===== config.mk =====
export PLATFORM = sky130hd
export DESIGN_NAME = irq_pc_sequencer
export DESIGN_NICKNAME = d
export VERILOG_FILES = /design/src/rtl/irq_seq_pkg.sv /design/src/rtl/irq_prio_enc.sv /design/src/rtl/irq_pc_sequencer.sv
export SDC_FILE = /design/constraint.sdc
export NUM_CORES = 1
export LEC_CHECK = 0
export CORE_MARGIN = 3
export CORE_UTILIZATION = 55
export DETAILED_ROUTE_END_ITERATION = 8
export PLACE_DENSITY = 0.91
export RECOVER_POWER = 100
export SKIP_CTS_REPAIR_TIMING = 1
export SYNTH_ARGS = -nofsm -noshare
export SYNTH_HDL_FRONTEND = slang
export SYNTH_SLANG_ARGS = --single-unit

===== constraint.sdc =====
create_clock -name clk -period 5.4 [get_ports clk]
set_clock_uncertainty 0.15 [all_clocks]
set_input_delay 0.54 -clock clk [delete_from_list [all_inputs] [get_ports clk]]
set_output_delay 0.54 -clock clk [all_outputs]
set_load 0.01 [all_outputs]

===== src/rtl/irq_seq_pkg.sv =====
// Shared state encoding, default addresses and PC helper for the IRQ/PC sequencer.
package irq_seq_pkg;

    typedef enum logic [1:0] {
        ST_RUN     = 2'd0,
        ST_ENTRY   = 2'd1,
        ST_HANDLER = 2'd2
    } seq_state_e;

    localparam logic [31:0] PC_RESET_DEF   = 32'h0000_3000;
    localparam logic [31:0] LOOP_HI_DEF    = 32'h0000_30A0;
    localparam logic [31:0] LOOP_LO_DEF    = 32'h0000_3000;
    localparam logic [31:0] HANDLER_PC_DEF = 32'h0000_4180;
    localparam logic [31:0] ACK_ADDR_DEF   = 32'h0000_7F20;

    localparam int ENTRY_CNT_W   = 4;
    localparam int HANDLER_CNT_W = 8;

    // Main-loop PC advance: wrap from the last loop PC back to the loop start.
    function automatic logic [31:0] loop_next_pc(input logic [31:0] pc,
                                                 input logic [31:0] hi,
                                                 input logic [31:0] lo);
        return (pc == hi) ? lo : pc + 32'd4;
    endfunction

endpackage


===== src/rtl/irq_prio_enc.sv =====
// Lowest-index-wins priority encoder for interrupt acceptance.
module irq_prio_enc #(
    parameter int N = 4
) (
    input  logic [N-1:0] req,
    output logic         valid,
    output logic [2:0]   idx
);

    // Scan from the top so the lowest set index is the last one written.
    always_comb begin
        valid = |req;
        idx   = 3'd0;
        for (int i = N - 1; i >= 0; i--) begin
            if (req[i]) begin
                idx = 3'(i);
            end
        end
    end

endmodule


===== src/rtl/irq_pc_sequencer.sv =====
// Macroscopic PC sequencer: runs a main loop, diverts to a fixed handler on
// interrupt acceptance, writes a one-cycle acknowledge, then returns.
//
// state      | meaning
// -----------+-----------------------------------------------------------
// ST_RUN     | main loop; pending/live requests are accepted here
// ST_ENTRY   | loop keeps advancing while the entry delay counts down
// ST_HANDLER | handler body executes, then PC returns to saved_pc
module irq_pc_sequencer
    import irq_seq_pkg::*;
#(
    parameter int          NUM_IRQ     = 4,
    parameter logic [31:0] PC_RESET    = PC_RESET_DEF,
    parameter logic [31:0] LOOP_HI     = LOOP_HI_DEF,
    parameter logic [31:0] LOOP_LO     = LOOP_LO_DEF,
    parameter logic [31:0] HANDLER_PC  = HANDLER_PC_DEF,
    parameter logic [31:0] ACK_ADDR    = ACK_ADDR_DEF,
    parameter int          ENTRY_DELAY = 2,
    parameter int          HANDLER_LEN = 5
) (
    input  logic               clk,
    input  logic               reset,
    input  logic [NUM_IRQ-1:0] irq,
    output logic [31:0]        macroscopic_pc,
    output logic [31:0]        m_data_addr,
    output logic [31:0]        m_data_wdata,
    output logic [3:0]         m_data_byteen,
    output logic               irq_busy,
    output logic [2:0]         irq_id
);

    localparam logic [ENTRY_CNT_W-1:0]   ENTRY_INIT   = ENTRY_CNT_W'(ENTRY_DELAY - 1);
    localparam logic [HANDLER_CNT_W-1:0] HANDLER_INIT = HANDLER_CNT_W'(HANDLER_LEN - 1);

    seq_state_e               state_q, state_d;
    logic [31:0]              pc_q, pc_d;
    logic [31:0]              saved_pc_q, saved_pc_d;
    logic [NUM_IRQ-1:0]       pending_q, pending_d;
    logic [ENTRY_CNT_W-1:0]   entry_cnt_q, entry_cnt_d;
    logic [HANDLER_CNT_W-1:0] handler_cnt_q, handler_cnt_d;
    logic [2:0]               irq_id_q, irq_id_d;
    logic [31:0]              ack_addr_q, ack_addr_d;
    logic [31:0]              ack_wdata_q, ack_wdata_d;
    logic [3:0]               ack_byteen_q, ack_byteen_d;

    logic [NUM_IRQ-1:0]       acc_req;
    logic [NUM_IRQ-1:0]       acc_mask;
    logic                     acc_valid;
    logic [2:0]               acc_idx;

    // A request raised on the accepting edge itself is eligible immediately.
    assign acc_req = pending_q | irq;

    irq_prio_enc #(
        .N (NUM_IRQ)
    ) u_prio_enc (
        .req   (acc_req),
        .valid (acc_valid),
        .idx   (acc_idx)
    );

    // One-hot of the winning channel, used to clear its pending bit.
    always_comb begin
        acc_mask = '0;
        for (int i = 0; i < NUM_IRQ; i++) begin
            if (3'(i) == acc_idx) begin
                acc_mask[i] = acc_valid;
            end
        end
    end

    // Next-state, PC sequencing, pending bookkeeping and acknowledge strobe.
    always_comb begin
        state_d       = state_q;
        pc_d          = pc_q;
        saved_pc_d    = saved_pc_q;
        pending_d     = pending_q | irq;
        entry_cnt_d   = entry_cnt_q;
        handler_cnt_d = handler_cnt_q;
        irq_id_d      = irq_id_q;
        ack_addr_d    = '0;
        ack_wdata_d   = '0;
        ack_byteen_d  = '0;

        case (state_q)
            ST_RUN: begin
                pc_d = loop_next_pc(pc_q, LOOP_HI, LOOP_LO);
                if (acc_valid) begin
                    saved_pc_d   = pc_q;
                    irq_id_d     = acc_idx;
                    pending_d    = (pending_q | irq) & ~acc_mask;
                    entry_cnt_d  = ENTRY_INIT;
                    state_d      = ST_ENTRY;
                    ack_addr_d   = ACK_ADDR;
                    ack_wdata_d  = {29'b0, acc_idx};
                    ack_byteen_d = 4'b0001;
                end
            end
            ST_ENTRY: begin
                if (entry_cnt_q == '0) begin
                    pc_d          = HANDLER_PC;
                    handler_cnt_d = HANDLER_INIT;
                    state_d       = ST_HANDLER;
                end else begin
                    pc_d        = loop_next_pc(pc_q, LOOP_HI, LOOP_LO);
                    entry_cnt_d = entry_cnt_q - 1'b1;
                end
            end
            ST_HANDLER: begin
                if (handler_cnt_q == '0) begin
                    pc_d    = saved_pc_q;
                    state_d = ST_RUN;
                end else begin
                    pc_d          = pc_q + 32'd4;
                    handler_cnt_d = handler_cnt_q - 1'b1;
                end
            end
            default: begin
                state_d = ST_RUN;
            end
        endcase
    end

    // State register with synchronous active-low reset overriding any sequence.
    always_ff @(posedge clk) begin
        if (!reset) begin
            state_q       <= ST_RUN;
            pc_q          <= PC_RESET;
            saved_pc_q    <= '0;
            pending_q     <= '0;
            entry_cnt_q   <= '0;
            handler_cnt_q <= '0;
            irq_id_q      <= '0;
            ack_addr_q    <= '0;
            ack_wdata_q   <= '0;
            ack_byteen_q  <= '0;
        end else begin
            state_q       <= state_d;
            pc_q          <= pc_d;
            saved_pc_q    <= saved_pc_d;
            pending_q     <= pending_d;
            entry_cnt_q   <= entry_cnt_d;
            handler_cnt_q <= handler_cnt_d;
            irq_id_q      <= irq_id_d;
            ack_addr_q    <= ack_addr_d;
            ack_wdata_q   <= ack_wdata_d;
            ack_byteen_q  <= ack_byteen_d;
        end
    end

    assign macroscopic_pc = pc_q;
    assign m_data_addr    = ack_addr_q;
    assign m_data_wdata   = ack_wdata_q;
    assign m_data_byteen  = ack_byteen_q;
    assign irq_busy       = (state_q != ST_RUN);
    assign irq_id         = irq_id_q;

endmodule

==> summary.md, run 1 <==
| Metric | Value |
|---|---|
| Number of global-route vias before repair | `4319` |
| Post-synthesis async set-or-reset flop share | `0%` |
| Leakage power figure | `2.025 nW` |
| Routability cong. | `0.8984` |
| Number of detailed-routing iterations run before antenna repair | `5` |
| Die area | `0.01006 mm2` |
| DR vias/cell | `6.183` |
| Critical path type | `in -> reg` |
| Unrepaired setup endpoints after global routing | `false` |
| Synthesis-stage register bit count | `87` |
| Global-route usage over all layers | `25.40%` |
| Final count of hold timing violations | `0` |
| Crit path arrival time | `3.99 ns` |
| Routed wirelength normalized by instance count | `17.22 um` |
| Transition time at the pin with the least slew margin | `2.488 ns` |
| Setup ws final | `1.523 ns` |
| Overall power consumption | `0.002270 W` |
| Area growth from synthesis to layout | `8.956%` |
| Die width | `100.3 um` |
| Status | `finished with violations` |
| Net count reported at finish | `652` |
| Die boundary height | `100.3 um` |
| Clock insertion delay at the later pin of the skew report | `0.37 ns` |
| Worst supply voltage drop on vdd | `0.0002391 V` |
| # clock sinks | `87` |
| Ys flop type | `sky130_fd_sc_hd__dfxtp_1` |
| Setup TNS Final | `0 ns` |
| Count of final setup violators | `0` |
| Pre-CTS WS | `2.543 ns` |
| Part of the Yosys area used for sequential elements | `35.62%` |
| Cell types with the largest area share after synthesis | `sky130_fd_sc_hd__dfxtp_1 (36%), sky130_fd_sc_hd__buf_4 (10%), sky130_fd_sc_hd__nand2_1 (8.6%)` |
| Clock tree root driver cell | `sky130_fd_sc_hd__clkbuf_8` |
| Leading cell types in the layout, fill and taps excluded | `sky130_fd_sc_hd__nand2_1 (112), sky130_fd_sc_hd__dfxtp_1 (87), sky130_fd_sc_hd__conb_1 (58), sky130_fd_sc_hd__a21oi_1 (48), sky130_fd_sc_hd__dlygate4sd3_1 (47)` |
| Most common library cell in the layout ignoring fill and taps | `sky130_fd_sc_hd__nand2_1` |
| Number of distinct standard cells referenced by the synthesized netlist | `69` |
| Clock Tree Buf Depth | `2` |
| Number of remaining DRC errors | `0` |
| Inserted Clock Buffers | `9` |
| Crit path launch type | `input pin` |
| Number of cells produced by synthesis | `611` |
| Violations in the final reports | `capacitance limit, slew limit` |
| Worst-case headroom to the max-slew limit | `-65.87%` |
| Vias | `4619` |
| Wirelength, routed | `12870 um` |
| Starting density of the core | `58.05%` |
| Number of cells after detailed placement | `731` |
| Depth of the CTS H-tree | `3` |
| Yosys top cell by area | `sky130_fd_sc_hd__dfxtp_1` |
| Number of top-level pins | `110` |
| Req. time, crit path | `5.51 ns` |
| Fraction of synthesized cell area taken by the top area cell type | `35.62%` |
| HPWL after detailed placement | `8678 um` |
| Largest net degree at the start of global routing | `58` |
| Pwr per Cell Area | `426.1 mW/mm2` |
| TritonCTS clock tree | `built` |
| Remaining antenna violation count after routing | `0` |
| Number of diodes | `0` |
| Number of placement rows | `33` |
| CORE AREA | `0.008423 mm2` |
| Total of max-cap violations | `1` |
| Crit. End Element | `flop` |
| Shortest clock period the worst path allows after layout | `3.877 ns` |
| First-pass GRT wire length | `20860 um` |
| Area of the mapped netlist | `0.004890 mm2` |
| Proportion of layout cells with a drive suffix above 1 | `5.763%` |
| YS warnings | `0` |
| Number of slew-limit violations in the final report | `58` |
| Filler cell count | `708` |
| Maximum net fanout on the critical path | `57` |
| Class of the tightest hold or removal check | `reg -> reg` |
| Iter 0 DRT Violations | `502` |
| Synth Area per Inst | `8.003 um2` |
| Clock transition time at the flip-flop clock pins of the worst setup and hold paths | `0.08 ns` |
| Number of enable flip-flop cells after synthesis | `0` |
| Fmax | `0.2579 GHz` |
| Share of the cycle needed by the critical path after routing | `71.80%` |
| Overflow after GRT | `0` |
| Worst hold margin | `0.2921 ns` |
| Initial antenna violation count | `0` |
| Buffers added on ports | `51` |
| Count of non-filler cells in the finished layout | `747` |
-- cell usage after synthesis, drive strengths merged (9+ instances only) --
cell type / number
nand2: 113
buf: 79
a21oi: 49
nand4: 25
nor3: 15
clkbuf: 20
o21ai: 23
nor4: 13
inv: 13
nor2: 33
ha: 9
nand3: 21
xnor2: 14
dfxtp: 87
-- critical path: stages --
cell,delay [ns]
sky130_fd_sc_hd__clkdlybuf4s50_1,0.40
sky130_fd_sc_hd__clkbuf_1,0.50
sky130_fd_sc_hd__inv_1,0.21
sky130_fd_sc_hd__clkbuf_1,1.78
sky130_fd_sc_hd__nor3b_1,0.21
sky130_fd_sc_hd__a31o_2,0.33
-- worst paths after layout --
kind	startpoint	end	slack [ns]	depth (start not counted)
max reg2reg	handler_cnt_q[0]	handler_cnt_q[2]	2.43	8
min	saved_pc_q[30]	macroscopic_pc[30]	0.29	2
max	reset	irq_id[1]	1.52	6
min reg2reg	saved_pc_q[30]	macroscopic_pc[30]	0.29	2
-- registers in the layout, indices dropped and copies added (netlist names) --
register	count
entry_cnt_q	4
handler_cnt_q	8
irq_id	2
m_data_addr	1
m_data_wdata	2
macroscopic_pc	32
pending_q	4
saved_pc_q	32
state_q	2
-- report_power, final --
group          switching [W]  internal [W]  total, W
Combinational       0.000599      0.000348  0.000947
Clock               0.000232      0.000253  0.000485
Sequential          0.000114      0.000725  0.000839
Total               0.000945       0.00133   0.00227
-- logic make-up after synthesis --
logic type	after synthesis	share of synthesized area (%)
compound gates	117	15.07
xor+xnor	19	3.403
fa+ha+maj	9	2.303
buf+inv	112	14.48
flops	87	35.62
mux	1	0.2303
other cells	1	0.07669
simple gates	265	28.81
-- per-layer routing --
metal	GRT usage (%)	share of wire, %
met1	30.88	39
met2	42.10	48
met3	5.629	9.6
met4	12.85	3.7
met5	0	0
-- layout make-up --
class	count	area, um2	area share, %
well taps	105	131.4	2.466
multi-input cells	469	2648	49.69
clock inverters	2	37.54	0.7046
clock buffers	14	172.7	3.241
inverters	13	48.80	0.9159
flip-flops and latches	87	1742	32.69
repair buffers	57	548.0	10.29
-- metrics by stage --
| step | instance area, um2 | util (%) |
|---|---|---|
| finish | 5328 | 63.25 |
| global placement | 5135 | 60.96 |
| global route | 5328 | 63.25 |
| detailed placement | 5135 | 60.96 |
| floorplan | 5104 | - |
| CTS | 5345 | 63.46 |
Power figures use the tool's default switching activity.
==> inputs of run 2 (changes only) <==
- CORE_UTILIZATION: 55 -> 46
- PLACE_DENSITY: 0.91 -> 0.82
- clock period: 5.4 -> 3.4 ns (I/O delays scaled with it)
==> summary.md, run 2 (synthesis results as in run 1) <==
| Metric | Value |
|---|---|
| Status | `completed` |
| Slowest library cell on the worst path | `sky130_fd_sc_hd__o21ai_4` |
| Met2 demand-to-capacity share in global routing | `35.09% (-7.0 points)` |
| Die boundary height | `109.1 um (+8.8%)` |
| Crit path launch type | `flop` |
| DR vias/cell | `5.741 (-7.2%)` |
| Core occupancy in the finished layout | `51.93% (-11 points)` |
| Worst-case register-to-register setup slack | `0.56 ns (-1.87 ns)` |
| # clock sinks | `87 (unchanged)` |
| Setup TNS Final | `0 ns (unchanged)` |
| Clock transition time at the flip-flop clock pins of the worst setup and hold paths | `0.08 ns (about the same)` |
| Global-route usage over all layers | `20.61% (-4.8 points)` |
| Number of diodes | `0 (unchanged)` |
| Most common library cell in the layout ignoring fill and taps | `sky130_fd_sc_hd__nand2_1` |
| Class of the tightest hold or removal check | `reg -> reg` |
| Total of max-cap violations | `0 (-1)` |
| Placement-stage cell area | `0.005181 mm2 (+0.90%)` |
| Post-route design area | `0.005361 mm2 (+0.63%)` |
| Count of final setup violators | `0 (unchanged)` |
| Crit. End Element | `flop` |
| Transition time at the pin with the least slew margin | `1.231 ns (-1.257 ns)` |
| Leakage power figure | `2.019 nW (-0.31%)` |
| Req. time, crit path | `3.52 ns (-1.99 ns)` |
| Unrepaired setup endpoints after global routing | `false` |
| Critical path buffer and inverter count | `1 (-3)` |
| Shortest clock period the worst path allows after layout | `2.840 ns` |
| Die area | `0.01190 mm2 (+18%)` |
| Number of detailed-routing iterations run before antenna repair | `6 (+1)` |
| CP peak stage delay | `0.58 ns (-1.20 ns)` |
| Depth of the CTS H-tree | `3 (unchanged)` |
| Critical path type | `reg -> reg` |
| Buffers added on ports | `51 (unchanged)` |
| Number of global-route vias before repair | `4065 (-5.9%)` |
| Vias | `4472 (-3.2%)` |
| Cells traversed along the worst timing path | `inv_1, ha_1, or3b_1, nand2_1, and2_0, o21ai_4, or4b_1, a31oi_1` |
| Final count of hold timing violations | `0 (unchanged)` |
| Fmax | `0.3522 GHz` |
| Net count reported at finish | `653 (+0.15%)` |
| Clock Tree Buf Depth | `2 (unchanged)` |
| Number of remaining DRC errors | `0 (unchanged)` |
| Inserted Clock Buffers | `9 (unchanged)` |
| Area growth from synthesis to layout | `9.647%` |
| Kind of cell adding the most delay to the critical path | `simple AND/OR/NAND/NOR gates` |
| Routability cong. | `0.9036 (+0.58%)` |
| Peak-usage layer in the global routing report | `met2` |
| Number of top-level pins | `110 (unchanged)` |
| Initial antenna violation count | `0 (unchanged)` |
| Leading cell types in the layout, fill and taps excluded | `sky130_fd_sc_hd__nand2_1 (113), sky130_fd_sc_hd__dfxtp_1 (87), sky130_fd_sc_hd__conb_1 (58), sky130_fd_sc_hd__a21oi_1 (48), sky130_fd_sc_hd__dlygate4sd3_1 (48)` |
| Routed wirelength normalized by instance count | `15.61 um (-9.4%)` |
| CORE AREA | `0.01032 mm2 (+23%)` |
| Worst supply voltage drop on vdd | `0.0003172 V (+33%)` |
| Grt met1 use | `25.45% (-5.4 points)` |
| Clock tree root driver cell | `sky130_fd_sc_hd__clkbuf_8` |
| Share of the cycle needed by the critical path after routing | `83.52%` |
| Remaining antenna violation count after routing | `0 (unchanged)` |
| HPWL after detailed placement | `8336 um (-3.9%)` |
| Iter 0 DRT Violations | `476 (-5.2%)` |
| Crit path arrival time | `2.96 ns (-1.03 ns)` |
| Overflow after GRT | `0 (unchanged)` |
| Largest net degree at the start of global routing | `58 (unchanged)` |
| Number of slew-limit violations in the final report | `0 (-100%)` |
| Starting density of the core | `47.36% (-11 points)` |
| Worst-case headroom to the max-slew limit | `17.95% (+84 points)` |
| Met3 capacity usage during global routing | `3.493% (-2.1 points)` |
| Maximum net fanout on the critical path | `20 (-65%)` |
| Pwr per Cell Area | `660.5 mW/mm2 (+55%)` |
| Die width | `109.1 um (+8.8%)` |
| Number of placement rows | `37 (+12%)` |
| Wirelength, routed | `12160 um (-5.5%)` |
| Clock insertion delay at the later pin of the skew report | `0.37 ns (about the same)` |
| TritonCTS clock tree | `built` |
| First-pass GRT wire length | `19550 um (-6.3%)` |
| Proportion of layout cells with a drive suffix above 1 | `5.599% (-0.16 points)` |
-- run 2: changes by cell type in the layout (fill, tap and decap cells not counted), sizes merged --
cell and delta:
clkdlybuf4s50 -1, clkbuf +1, dlygate4sd3 +1
-- run 2: layer usage --
metal  share of wire (%)  vias to the layer above  wire, um
met3                 8.5                       34      1038
met2                  48                      253      5882
li1                    -                     2083         -
met4                 2.4                        0       297
met5                   0                        -         0
met1                  41                     2102      4940
-- run 2: path summary, 6_finish.rpt --
path                   from  cells after the start                 end
max          entry_cnt_q[0]                      8  macroscopic_pc[31]
max reg2reg  entry_cnt_q[0]                      8  macroscopic_pc[31]
min reg2reg  saved_pc_q[30]                      2  macroscopic_pc[30]
min          saved_pc_q[30]                      2  macroscopic_pc[30]
-- run 2: stage by stage --
stage	cells	hold slack [ns]	total power, W	setup slack (ns)
final	779	0.3033	0.003541	0.5603
after global routing	779	0.3224	0.003750	0.3590
after CTS	779	0.3010	0.003619	0.8489
after detailed placement	763	0.2892	0.002859	0.8323
after global placement	763	0.2807	0.002814	0.8378
after floorplan	668	0.2727	0.002515	1.195
-- run 2: worst min-delay path, delay by kind of cell (launching register included) --
family	cells	cell delay [ns]
flops	1	0.32
simple gates	2	0.09
-- run 2: final cells by class --
type	count	area (um2)
clock buffers	14	172.7
clock inverters	2	37.54
fillers	960	4962
inverters	13	48.80
multi-input cells	469	2636
flip-flops and latches	87	1742
well taps	136	170.2
repair buffers	58	554.3
-- run 2: power breakdown --
part	total, W	leakage [nW]	switching (W)	internal [W]
registers	0.00133	0.706	0.000177	0.00115
logic	0.00145	1.21	0.000923	0.000526
clock network	0.000764	0.103	0.000363	0.000401
